==> src/rtl/xif_coproc_pkg.sv <==
// Shared definitions for the XIF custom-instruction ALU coprocessor.
// The op encoding is funct3; the result record is what the core sees on the result port.
package xif_coproc_pkg;

   localparam logic [6:0]  OPCODE_XIF = 7'h5B;
   localparam int unsigned XIF_XLEN   = 32;
   localparam int unsigned XIF_ID_W   = 4;

   typedef enum logic [2:0] {
      OP_ADD   = 3'b000,
      OP_SUB   = 3'b001,
      OP_MIN   = 3'b010,
      OP_MAX   = 3'b011,
      OP_ACC   = 3'b100,
      OP_ACCRD = 3'b101
   } op_e;

   // Default-width result record; the top re-declares it at its own XLEN/ID_W.
   typedef struct packed {
      logic [XIF_ID_W-1:0] id;
      logic [4:0]          rd;
      logic [XIF_XLEN-1:0] data;
   } xif_result_t;

endpackage

==> src/rtl/xif_result_fifo.sv <==
// Synchronous result FIFO with extra-MSB pointers; full/empty come from the MSB compare.
// Simultaneous push and pop on a full FIFO is legal and leaves the count unchanged.
module xif_result_fifo
   import xif_coproc_pkg::*;
#(
   parameter int unsigned DEPTH   = 4,
   parameter type         entry_t = xif_result_t,
   localparam int unsigned PTR_W  = $clog2(DEPTH)
) (
   input  logic         clk,
   input  logic         reset,
   input  logic         push_i,
   input  entry_t       wdata_i,
   input  logic         pop_i,
   output entry_t       rdata_o,
   output logic         full_o,
   output logic         empty_o,
   output logic [PTR_W:0] count_o
);

   logic [PTR_W:0] wr_ptr_q, rd_ptr_q;
   entry_t         mem_q [DEPTH];

   // NOTE: sequential state uses non-blocking assignments so every flop samples pre-edge values.
   always_ff @(posedge clk) begin
      if (reset) begin
         wr_ptr_q <= '0;
         rd_ptr_q <= '0;
      end else begin
         if (push_i) wr_ptr_q <= wr_ptr_q + 1'b1;
         if (pop_i)  rd_ptr_q <= rd_ptr_q + 1'b1;
      end
   end

   // NOTE: storage is not reset; the read port is masked to zero while empty instead.
   always_ff @(posedge clk) begin
      if (push_i) mem_q[wr_ptr_q[PTR_W-1:0]] <= wdata_i;
   end

   assign empty_o = (wr_ptr_q == rd_ptr_q);
   assign full_o  = (wr_ptr_q[PTR_W] != rd_ptr_q[PTR_W]) &&
                    (wr_ptr_q[PTR_W-1:0] == rd_ptr_q[PTR_W-1:0]);
   assign count_o = wr_ptr_q - rd_ptr_q;
   assign rdata_o = empty_o ? '0 : mem_q[rd_ptr_q[PTR_W-1:0]];

endmodule

==> src/rtl/xif_alu_coproc.sv <==
// XIF custom-instruction coprocessor: decode, ALU/accumulator, fixed-latency pipe and result FIFO.
// Issue credits count pipe entries plus FIFO entries so the non-stalling pipe never overflows the FIFO.
module xif_alu_coproc
   import xif_coproc_pkg::*;
#(
   parameter int unsigned XLEN       = 32,
   parameter int unsigned ID_W       = 4,
   parameter int unsigned LATENCY    = 2,
   parameter int unsigned FIFO_DEPTH = 4,
   parameter logic [6:0]  OPCODE     = OPCODE_XIF
) (
   input  logic            clk,
   input  logic            reset,
   input  logic            issue_valid_i,
   output logic            issue_ready_o,
   output logic            issue_accept_o,
   input  logic [31:0]     issue_instr_i,
   input  logic [XLEN-1:0] issue_opa_i,
   input  logic [XLEN-1:0] issue_opb_i,
   input  logic [ID_W-1:0] issue_id_i,
   output logic            result_valid_o,
   input  logic            result_ready_i,
   output logic [ID_W-1:0] result_id_o,
   output logic [4:0]      result_rd_o,
   output logic [XLEN-1:0] result_data_o
);

   localparam int unsigned PTR_W = $clog2(FIFO_DEPTH);
   localparam int unsigned CNT_W = $clog2(FIFO_DEPTH + LATENCY + 1);

   typedef struct packed {
      logic [ID_W-1:0] id;
      logic [4:0]      rd;
      logic [XLEN-1:0] data;
   } res_t;

   logic [6:0] opcode;
   logic [2:0] funct3;
   logic [6:0] funct7;
   op_e        op;
   logic       fire, pop;
   logic       unused_rs_fields;

   assign opcode = issue_instr_i[6:0];
   assign funct3 = issue_instr_i[14:12];
   assign funct7 = issue_instr_i[31:25];
   assign op     = op_e'(funct3);
   assign unused_rs_fields = ^issue_instr_i[24:15];

   assign issue_accept_o = (opcode == OPCODE) && (funct7 == 7'd0) && (funct3 <= 3'b101);
   assign fire           = issue_valid_i && issue_ready_o && issue_accept_o;

   logic [XLEN-1:0] acc_q, acc_d, alu_data;

   // NOTE: every always_comb output gets a default first so no path can infer a latch.
   always_comb begin
      alu_data = '0;
      acc_d    = acc_q;
      if (fire) begin
         case (op)
            OP_ADD:   alu_data = issue_opa_i + issue_opb_i;
            OP_SUB:   alu_data = issue_opa_i - issue_opb_i;
            OP_MIN:   alu_data = ($signed(issue_opa_i) < $signed(issue_opb_i)) ? issue_opa_i : issue_opb_i;
            OP_MAX:   alu_data = ($signed(issue_opa_i) > $signed(issue_opb_i)) ? issue_opa_i : issue_opb_i;
            OP_ACC: begin
               acc_d    = acc_q + issue_opa_i;
               alu_data = acc_d;
            end
            OP_ACCRD: begin
               alu_data = acc_q;
               acc_d    = '0;
            end
            default: ;
         endcase
      end
   end

   logic [LATENCY-1:0] pipe_valid_q;
   res_t               pipe_q [LATENCY];

   always_ff @(posedge clk) begin
      if (reset) begin
         acc_q        <= '0;
         pipe_valid_q <= '0;
         for (int i = 0; i < LATENCY; i++) pipe_q[i] <= '0;
      end else begin
         acc_q           <= acc_d;
         pipe_valid_q[0] <= fire;
         if (fire) pipe_q[0] <= '{id: issue_id_i, rd: issue_instr_i[11:7], data: alu_data};
         for (int i = 1; i < LATENCY; i++) begin
            pipe_valid_q[i] <= pipe_valid_q[i-1];
            pipe_q[i]       <= pipe_q[i-1];
         end
      end
   end

   res_t           head;
   logic           fifo_empty;
   logic           unused_fifo_full;
   logic [PTR_W:0] fifo_count;

   xif_result_fifo #(
      .DEPTH   (FIFO_DEPTH),
      .entry_t (res_t)
   ) u_fifo (
      .clk     (clk),
      .reset   (reset),
      .push_i  (pipe_valid_q[LATENCY-1]),
      .wdata_i (pipe_q[LATENCY-1]),
      .pop_i   (pop),
      .rdata_o (head),
      .full_o  (unused_fifo_full),
      .empty_o (fifo_empty),
      .count_o (fifo_count)
   );

   assign result_valid_o = !fifo_empty;
   assign pop            = result_valid_o && result_ready_i;
   assign result_id_o    = head.id;
   assign result_rd_o    = head.rd;
   assign result_data_o  = head.data;

   // A pop this cycle frees a slot, so it may be re-granted immediately.
   logic [CNT_W-1:0] inflight;
   always_comb begin
      inflight = CNT_W'(fifo_count);
      for (int i = 0; i < LATENCY; i++) inflight = inflight + CNT_W'(pipe_valid_q[i]);
   end

   assign issue_ready_o = (inflight < CNT_W'(FIFO_DEPTH)) || pop;

endmodule

==> config.mk <==
export PLATFORM = sky130hd
export DESIGN_NAME = xif_alu_coproc
export DESIGN_NICKNAME = d
export VERILOG_FILES = /design/src/rtl/xif_coproc_pkg.sv /design/src/rtl/xif_result_fifo.sv /design/src/rtl/xif_alu_coproc.sv
export SDC_FILE = /design/constraint.sdc
export NUM_CORES = 1
export LEC_CHECK = 0
export CORE_MARGIN = 2
export CORE_UTILIZATION = 60
export CTS_BUF_LIST = sky130_fd_sc_hd__clkbuf_4 sky130_fd_sc_hd__clkbuf_8
export CTS_CLUSTER_DIAMETER = 150
export DETAILED_ROUTE_END_ITERATION = 10
export GPL_TIMING_DRIVEN = 0
export PLACE_DENSITY = 0.81
export SETUP_SLACK_MARGIN = 0.02
export SLEW_MARGIN = 20
export SYNTH_ARGS = -nofsm -noshare
export SYNTH_HDL_FRONTEND = slang
export SYNTH_HIERARCHICAL = 1
export SYNTH_SLANG_ARGS = --single-unit
==> constraint.sdc <==
create_clock -name clk -period 6 [get_ports clk]
set_input_delay 0.9 -clock clk [delete_from_list [all_inputs] [get_ports clk]]
set_output_delay 0.9 -clock clk [all_outputs]
set_load 0.02 [all_outputs]
# After elaboration in Yosys (flattened, before gate mapping)
# Memories as Yosys holds them, arrays and structs flattened. A register that Yosys moved wholly into a read port is not among the register bits.
# Cells that the tools add are included.
# op_classes
add_sub_neg,8
eq_ne,7
magnitude_cmp,4
bitwise_logic,2
muxes,18
n_reduce_logical,11
# op_table
cell,n
one-hot mux 32 bit (6 select lines),1
2-to-1 mux 41 bit,3
2-to-1 mux 32 bit,3
adder 32 bit,2
one-hot mux 32 bit (2 select lines),1
greater-than comparator 32 bit,1
less-than comparator 32 bit,1
subtractor 32 bit,1
2-to-1 mux 1 bit,8
== test 7 bit (second input constant),1
zero test 7 bit,1
adder 3 x 1 -> 3 bit,2
adder 3 x 1 -> 3 bit (second input constant),2
== test 3 x 2 -> 1 bit (second input constant),2
== test 3 bit (second input constant),2
logical AND 1 bit,5
2-to-1 mux 2 bit,2
== test 3 x 1 -> 1 bit (second input constant),1
== test 3 bit,1
less-or-equal comparator 3 bit (second input constant),1
zero test 3 bit,1
less-than comparator 3 bit (second input constant),1
subtractor 3 bit,1
OR 1 bit,2
4 further kinds,4
# word_totals
register_bits,40
ram_bits,246
elab_cells,56
mem_count,2
# memory_table
memory,words,word_bits,rd,rd_clocked_by_memory_dff,write_ports,line,source
u_fifo.mem_q,4,41,1,1,1,xif_result_fifo.sv:22,entry_t mem_q [DEPTH];
pipe_q,2,41,2,0,2,xif_alu_coproc.sv:79,res_t pipe_q [LATENCY];

# Logic depth before layout (Yosys ltp)
# logic_depth
depth_word,11
mapped_depth,16
depth_no_buf,14

# By module
# Netlist, hierarchy kept.
# modules_own_cells
mod,area_per_inst_um2,cells_per_inst,instances
xif_alu_coproc,10956.8,1329,1
xif_result_fifo,6759.0,310,1

# Worst setup path before layout
# No wires, ideal clock.
# synth_path
path_kind,input-to-reg
from,input port issue_opa_i[0]
to,"memory pipe_q[0][16] (netlist name), data pin"
path_slack_ns,2.345
path_buffers,0
arrival_time_ns,3.389
path_stages,12
path_cell_list,ha_1 > fa_1 > nor2b_2 > o21ai_0 > o311ai_2 > a311oi_2 > o31ai_1 > a221o_1 > a21oi_1 > mux2_2 > a21oi_1 > nor2_1
# synth_rtl
element,line,source
start: declaration,xif_alu_coproc.sv:18,"input logic [XLEN-1:0] issue_opa_i,"
end: declaration,xif_alu_coproc.sv:79,

==> run summary <==
Status: completed
Maximum number of pins on one net before global-route repair: 42
Worst voltage drop across the vdd grid: 0.000158 V
Mapped Area: 0.0177 mm^2
Starting density of the core: 61.4%
First-pass iteration count of the detailed router: 6
DRC errors left: 0
Die height: 176 um
Number of gates resized after CTS: 0
Die Area: 0.0309 mm^2
Required time of the worst setup path: 6.26 ns
Global-route total usage across every layer: 33.0%
Cell row count: 62
Layout Skew: 0.0129 ns
Final WL: 51300 um
Setup crit end: pipe_q[0][29]
Floorplan core area: 0.0289 mm^2
Worst R2R Setup Slack: 1.84 ns
Number of vias in the routed layout: 14384
Leakage power of the design: 7.69 nW
Clock tree from TritonCTS: yes
Maximum frequency from static timing analysis: 0.214 GHz
CTS H-tree lvls: 2
Final net count: 2072
Register Area: 0.00823 mm^2
Met2 GRT Util: 54.8%
Hold Crit Class: reg2reg
Combinational share of power: 16.7%
Number of setup violations in the final report: 0
Met3 Track Usage GR: 3.77%
First-pass GRT wire length: 78500 um
Proportion of power drawn by flip-flops and latches: 48.1%
Met1 layer usage reported by global route: 43.7%
Synthesized area per cell: 10.8 um^2
Kind of start point of the critical path: input pin
Total clock buffers created by CTS: 42
Width of the chip: 176 um
Routability congestion estimate: 0.964
Setup crit start: issue_opa_i[21]
Post-route worst setup slack: 1.34 ns
Ys Warns: 6
Critical path peak fanout: 10
Sw Pwr: 0.00123 W
Post-layout power: 0.00461 W
Crit path capture type: flop
Cell-by-cell trace of the critical path: clkdlybuf4s50_1 -> ha_1 -> buf_2 -> nand4_1 -> and2b_1 -> nand3_1 -> nor4_2 -> nor2_1 -> buf_4 -> mux2i_1 -> o32ai_1 -> a211oi_1 -> o2bb2ai_1
Max-cap viol count: 0
Post-CTS Setup Bufs: 0
Least-Margin Pin Slew: 1.20 ns
Cell chosen for the clock root: clkbuf_8
Part of the power in the clock network: 35.2%
Final worst path period need: 4.66 ns
Maximum clock path buffer count: 3
Port Buf Inserts: 135
Critical Setup Path Class: in2reg
Unrepaired setup endpoints after global routing: false
Post-detail-place hpwl: 38600 um
Slew headroom: 19.5%
Filler cell count: 2074
Origin of the critical flop-to-flop path: u_fifo/wr_ptr_q[0]
Slowest CP cell: nor4_2
Layout area overhead: 16.8%
Mapped Cells: 1638
Via density: 6.32
Ratio of cells with drive above 1 in the final layout: 9.78%
Total count of max-transition violations in the final report: 0
Worst setup slack before clock tree synthesis: 0.963 ns
Vias in the first global route: 14119
Power per unit of standard cell area: 223 mW/mm^2
Area of combinational cells with multiple inputs: 0.00885 mm^2
Number of buffers added to fix hold violations after cts: 0
Post-CTS clock slew at the launch and capture registers of the worst setup and hold paths: 0.06 ns
Detailed-route wire length per cell: 22.5 um
R2R Path End: pipe_q[0][29]
Number of nets with antenna violations after detailed routing: 0
Global-route congestion overflow total: 0
Most used routing layer in global routing: met2
Cell count of the worst reg-to-reg path: 11
Internal cell power: 0.00338 W
Detailed router's first-iteration violation count: 1279
Arrival time reported for the critical path endpoint: 4.93 ns
Sum of negative setup slack: 0 ns
Final hold viol count: 0
Number of sinks on the clock net: 288
I/O pin total: 148
Clk Latency, worst-skew pair: 0.54 ns
Critical Path Max Stage Delay: 0.84 ns
Switching power as a share of total power: 26.6%
Number of antenna violations at the first check in global routing: 1
Number of diodes added for antenna fixing: 0
Share of the clock period used by the worst path: 77.7%
Hold path depth: 2
-- cell usage in the layout, fill, tap and decap left out, types with 16 or more instances in the layout --
cell and instances:
a21boi_0 32, a21o_1 28, a21oi_1 153, a22oi_1 17, a31oi_1 22, buf_2 21, clkbuf_1 58, clkbuf_8 42
clkdlybuf4s50_1 135, conb_1 41, dfxtp_1 42, edfxtp_1 246, ha_1 102, inv_1 78, mux2i_1 36, mux4_2 41
nand2_1 102, nand2b_1 17, nand3_1 20, nand4_1 17, nor2_1 132, nor2b_1 64, nor3_1 28, o21ai_0 57
o31ai_1 16, xnor2_1 53
-- cell type report --
type,instances,area share (%)
multi-input cells,1213,42.8
clock buffers,52,3.16
well taps,384,2.32
flip-flops and latches,288,39.8
inverters,82,1.49
plain buffers,95,2.35
clock inverters,22,1.01
repair buffers,140,7.16
-- worst max-delay path, delay by kind of cell --
family / cells / cell delay, ns
compound gates: 3 / 0.58
simple gates: 5 / 1.73
fa+ha+maj: 1 / 0.39
mux: 1 / 0.17
buf+inv: 3 / 1.14
-- layer usage --
metal / part of all wire [%] / wire length, um / vias to the layer above
li1: - / - / 6551
met4: 4.8 / 2440 / 2
met3: 7.9 / 4060 / 163
met5: 0.021 / 11 / -
met1: 40 / 20600 / 6923
met2: 47 / 24100 / 745
-- metrics by stage --
stage	cells	util, %	instance area, um^2	hold slack, ns
2_1_floorplan	1678	-	17900	0.439
3_3_place_gp	2197	68.2	19700	0.462
3_5_place_dp	2202	68.7	19800	0.475
4_1_cts	2276	71.7	20700	0.484
5_1_grt	2276	71.7	20700	0.504
6_report	2276	71.7	20700	0.488
-- worst min-delay path by stage --
| stage | from | endpoint | slack, ns |
|---|---|---|---|
| floorplan | pipe_valid_q[0] | pipe_valid_q[1] | 0.44 |
| global placement | acc_q[11] | acc_q[11] | 0.46 |
| detailed placement | acc_q[11] | acc_q[11] | 0.47 |
| CTS | acc_q[11] | acc_q[11] | 0.48 |
| global route | acc_q[21] | acc_q[21] | 0.50 |
| finish | acc_q[11] | acc_q[11] | 0.49 |
-- state kept, by name, indices dropped and copies added (netlist names), named ones only --
signal,flops
u_fifo/rd_ptr_q,3
pipe_q,82
u_fifo/mem_q,164
u_fifo/wr_ptr_q,3
acc_q,32
pipe_valid_q,2
-- power by group through the flow --
stage / Combinational (W) / Sequential (W) / Clock [W]
after detailed placement: 0.000739 / 0.00226 / 0
after floorplan: 0.000481 / 0.00225 / 0
after global placement: 0.000732 / 0.00226 / 0
final: 0.000767 / 0.00222 / 0.00162
after global routing: 0.000822 / 0.00222 / 0.00172
after CTS: 0.000744 / 0.00222 / 0.00164
Note: power is estimated with default switching activity, not from simulation.
